--- config.mk ---
export PLATFORM = sky130hd
export DESIGN_NAME = pc_fetch_ctrl
export DESIGN_NICKNAME = d
export VERILOG_FILES = /design/src/rtl/pc_fetch_ctrl.sv
export SDC_FILE = /design/constraint.sdc
export NUM_CORES = 1
export LEC_CHECK = 0
export CORE_ASPECT_RATIO = 1.1
export CORE_UTILIZATION = 51
export CTS_BUF_LIST = sky130_fd_sc_hd__clkbuf_16
export CTS_CLUSTER_SIZE = 14
export DETAILED_ROUTE_END_ITERATION = 12
export PLACE_DENSITY = 0.8
export SLEW_MARGIN = 20
export SYNTH_ARGS = -nofsm -noshare
export SYNTH_HDL_FRONTEND = slang
export SYNTH_SLANG_ARGS = --single-unit
--- constraint.sdc ---
create_clock -name clk -period 2.6 [get_ports clk]
set_input_delay 0.52 -clock clk [delete_from_list [all_inputs] [get_ports clk]]
set_output_delay 0.52 -clock clk [all_outputs]
set_load 0.01 [all_outputs]
--- src/rtl/pc_fetch_ctrl.sv ---
// PC register and one-outstanding instruction-fetch controller with a main+skid
// IF/ID buffer; applies branch-controller redirects and generates pipeline flushes.
module pc_fetch_ctrl #(
    parameter logic [31:0] RESET_PC = 32'h0000_0000
) (
    input  logic        clk,
    input  logic        reset_n,
    input  logic        pc_sel,
    input  logic [31:0] target_addr,
    input  logic        stall,
    output logic        if_req_valid,
    output logic [31:0] if_req_addr,
    input  logic        if_req_ready,
    input  logic        if_rsp_valid,
    input  logic [31:0] if_rsp_data,
    output logic        inst_valid,
    output logic [31:0] inst,
    output logic [31:0] inst_pc,
    output logic        flush_if_id,
    output logic        flush_id_ex
);

    localparam int unsigned XLEN = 32;

    typedef enum logic [1:0] {
        S_REQ  = 2'd0,
        S_WAIT = 2'd1,
        S_DROP = 2'd2
    } state_t;

    state_t            r_state;
    state_t            w_state_nxt;
    logic [XLEN-1:0]   r_pc;
    logic [XLEN-1:0]   r_inflight_pc;
    logic              r_inst_valid;
    logic [XLEN-1:0]   r_inst;
    logic [XLEN-1:0]   r_inst_pc;
    logic              r_skid_valid;
    logic [XLEN-1:0]   r_skid_inst;
    logic [XLEN-1:0]   r_skid_pc;

    logic              w_req_valid;
    logic              w_accept;
    logic              w_deliver;
    logic              w_flush;
    logic [XLEN-1:0]   w_target;

    // Redirect target forced to word alignment.
    assign w_target = target_addr & ~XLEN'(3);

    // Next-state and handshake decode; reset gates the combinational outputs.
    always_comb begin
        w_state_nxt = r_state;
        w_req_valid = 1'b0;
        w_deliver   = 1'b0;
        w_flush     = reset_n & pc_sel;
        case (r_state)
            S_REQ: begin
                w_req_valid = reset_n & ~pc_sel & ~r_skid_valid;
                if (w_req_valid && if_req_ready) begin
                    w_state_nxt = S_WAIT;
                end
            end
            S_WAIT: begin
                if (if_rsp_valid) begin
                    w_deliver   = ~pc_sel;
                    w_state_nxt = S_REQ;
                end else if (pc_sel) begin
                    w_state_nxt = S_DROP;
                end
            end
            S_DROP: begin
                if (if_rsp_valid) begin
                    w_state_nxt = S_REQ;
                end
            end
            default: w_state_nxt = S_REQ;
        endcase
    end

    assign w_accept     = w_req_valid & if_req_ready;
    assign if_req_valid = w_req_valid;
    assign if_req_addr  = r_pc;
    assign flush_if_id  = w_flush;
    assign flush_id_ex  = w_flush;
    assign inst_valid   = r_inst_valid;
    assign inst         = r_inst;
    assign inst_pc      = r_inst_pc;

    // FSM state, fetch PC and address of the outstanding request.
    always_ff @(posedge clk or negedge reset_n) begin
        if (!reset_n) begin
            r_state       <= S_REQ;
            r_pc          <= RESET_PC;
            r_inflight_pc <= '0;
        end else begin
            r_state <= w_state_nxt;
            if (pc_sel) begin
                r_pc <= w_target;
            end else if (w_accept) begin
                r_pc          <= r_pc + XLEN'(4);
                r_inflight_pc <= r_pc;
            end
        end
    end

    // IF/ID main register plus skid slot that catches a response landing during a stall.
    always_ff @(posedge clk or negedge reset_n) begin
        if (!reset_n) begin
            r_inst_valid <= 1'b0;
            r_inst       <= '0;
            r_inst_pc    <= '0;
            r_skid_valid <= 1'b0;
            r_skid_inst  <= '0;
            r_skid_pc    <= '0;
        end else if (pc_sel) begin
            r_inst_valid <= 1'b0;
            r_skid_valid <= 1'b0;
        end else if (!stall || !r_inst_valid) begin
            if (r_skid_valid) begin
                r_inst_valid <= 1'b1;
                r_inst       <= r_skid_inst;
                r_inst_pc    <= r_skid_pc;
                r_skid_valid <= 1'b0;
            end else if (w_deliver) begin
                r_inst_valid <= 1'b1;
                r_inst       <= if_rsp_data;
                r_inst_pc    <= r_inflight_pc;
            end else begin
                r_inst_valid <= 1'b0;
            end
        end else if (w_deliver) begin
            r_skid_valid <= 1'b1;
            r_skid_inst  <= if_rsp_data;
            r_skid_pc    <= r_inflight_pc;
        end
    end

endmodule

==> metrics.yaml <==
sta:
  tightest_slew_ps: 1120
  finalSetupTns_ps: 0
  timing.slew.headroom: 0.251
  setup_viol: 0
  worst_clock_skew_ps: 6.30
  min_period_ps: 2590
  hold_viol_final: 0
  fmax_mhz: 385
  maxSlewViolCount: 0
  period_share: 0.998
route:
  drtIter0Drc: 439
  drcViolationCount: 0
  routed-via-count: 6259
  drt-total-wl_mm: 18.6
  drtPass1Iterations: 5
  wire_per_inst_um: 16.4
  antenna_left: 0
  avgViaCountPerCell: 5.52
pwr:
  p_switching_mw: 2.24
  switching_share: 0.270
  seq_power_share: 0.457
  p_comb_frac: 0.222
  powerDensity_nw_per_um2: 765
  p_int_mw: 6.05
  clkPwrFrac: 0.321
  leakagePower_nw: 4.77
  vdd_drop_max_uv: 500
critical_path:
  slowest_delay_ps: 520
  r2r_start: "if_req_addr[2]"
  cp-end-kind: "output port"
  startpoint: "pc_sel"
  cp-start-kind: "input port"
  r2r-end: "if_req_addr[24]"
  cp_data_required_time_ps: 2080
  critPathMostFrequentCell: "clkdlybuf4s50_1"
  worstSetupPathType: "input port to output port"
  cpMaxStageDelayCell: "clkdlybuf4s50_1"
  worstSetupEndpoint: "if_req_valid"
  rr_worst_depth: 7
  crit_arrival_ps: 2070
  crit_path_max_fanout: 4
  path_cells: "clkdlybuf4s50_1 -> nor4_2 -> buf_4 -> clkdlybuf4s50_1"
  r2r_slack_ps: 470
grt:
  antenna_found_initial: 0
  grt_pass1_wl_mm: 30.4
  grt_pass1_vias: 6139
  grt_max_degree: 81
  track_usage: 0.236
  overflow: 0
run_status:
  status: "complete, no violations"
clocking:
  clockBufferDepth: 2
  clock_sinks: 188
  clk_pin_slew_ps: 70
  root_buffer: "clkbuf_16"
  worst_skew_pair.late_latency_ps: 420
  post_cts_buffers: 0
  clock_tree.htree_level_count: 4
  numCtsBuffers: 17
  tritoncts: "built"
final_layout:
  final_area_um2: 10800
  drive_gt1_frac: 0.140
  fin_nets: 993
  area_delta_synth_final_pct: 31.7
  layout_common_cells: "187 x dfrtp_1, 162 x clkdlybuf4s50_1, 117 x nand2_1"
  n_antenna_cell: 0
  final_common_cell: "dfrtp_1"
  fillers: 1191
synth:
  synth-seq-cells: 188
  async_reset_ff_frac: 1.00
  ys_types: 41
  syn-cell-area_um2: 8230
  synthTopCellsByArea: "dfrtp_1 57%, mux2_2 8.6%, mux2i_1 7.7%, nand2_1 5.3%, a21oi_1 4.2%"
  synth_enable_flop_cells: 0
  synthFlopType: "dfrtp_1"
  yosysSeqAreaShare: 0.572
  yosys_warnings: 0
  yosysTopAreaCell: "dfrtp_1"
  synth_top_area_frac: 0.572
  synthCells: 759
  syn_area_per_cell_um2: 10.8
die:
  core_um2: 15700
  die_h_um: 135
  fp.dieW_um: 123
  rows: 48
  io-pin-count: 170
  initial_core_util: 0.523
  fp.dieArea_um2: 16600
placed_design:
  dpl_cell_area_um2: 10200
  portBuffers: 163
  gp_congestion: 0.885
  hpwl_mm: 12.6
hold_path:
  min_path_type: "input port to asynchronous set/reset pin"
flow_run:
  maxCapViolations: 0
cell usage after synthesis, types with 6 or more instances:
library cell,number
dfrtp_1,188
clkbuf_1,33
and2_1,6
nand3_1,20
a21oi_1,69
mux2_2,63
o21ai_0,24
or4_1,6
o211ai_1,10
nand4_1,6
nand2_1,117
buf_1,9
o311ai_0,9
mux2i_1,63
nor2_1,73
logic make-up after synthesis:
group	count (synthesis)	share of synthesized area
AOI/OAI and AO/OA	132	0.0946
other	1	0.000456
buffers and inverters	58	0.0295
adders and majority gates	1	0.00152
xor gates and xnor gates	2	0.00213
DFF	188	0.572
and+or+nand+nor	250	0.136
muxes	127	0.164
area by class of cell:
cell class	count	area, um2	area share
Clock inverter	13	175	0.0162
Timing Repair Buffer	193	1930	0.178
Multi-Input combinational cell	516	3330	0.307
Sequential cell	188	4710	0.435
Inverter	6	22.5	0.00208
Tap cell	200	250	0.0231
Clock buffer	17	425	0.0393
sequential cells by signal, summed over array words and instances, names as in the netlist:
signal / cells
inst_pc: 30
inst_valid: 1
r_state: 2
r_skid_valid: 1
r_skid_inst: 32
if_req_addr: 30
r_inflight_pc: 30
inst: 32
r_skid_pc: 30
power by group through the flow:
stage | combinational, mW | clock [mW] | sequential, mW
3_5_place_dp | 1.85 | 0 | 3.83
4_1_cts | 1.87 | 2.70 | 3.79
2_1_floorplan | 0.585 | 0 | 3.94
3_3_place_gp | 1.80 | 0 | 3.81
6_report | 1.84 | 2.66 | 3.79
5_1_grt | 2.03 | 2.82 | 3.85
worst max-delay path, delay by kind of cell:
family	cells	cell delay [ps]
buffers and inverters	3	1190
AND/OR/NAND/NOR	1	360
through the flow:
stage	total power [mW]	instances	hold WS, ps	utilization	setup slack (ps)
2_1_floorplan	4.52	762	224	-	542
3_3_place_gp	5.62	1102	339	0.649	3.83
3_5_place_dp	5.69	1102	340	0.649	-44.4
4_1_cts	8.36	1133	109	0.688	16.1
5_1_grt	8.69	1133	121	0.689	-21.8
6_report	8.28	1133	122	0.689	5.65
routing by layer:
metal,routed length (um),vias to the layer above,GRT usage
met2,8980,209,0.383
met4,187,0,0.0696
li1,-,2984,-
met1,8350,3048,0.320
met3,1110,18,0.0480
met5,0,-,0
timing repair:
action / CTS / global route
setup endpoints to repair: 0 / 3
hold buffers: 1 / 0
endpoints found under the hold margin: 2 / 0
resized for setup: 0 / 2
worst min-delay path by stage:
stage                        from               to  slack [ps]  cells after the start
final                     reset_n   if_req_addr[7]         120                      2
after floorplan           reset_n  if_req_addr[10]         220                      0
after global routing      reset_n   if_req_addr[7]         120                      2
after detailed placement  reset_n       r_state[0]         340                      1
after global placement    reset_n       r_state[0]         340                      1
after CTS                 reset_n   if_req_addr[6]         110                      2
Power figures use the tool's default switching activity.
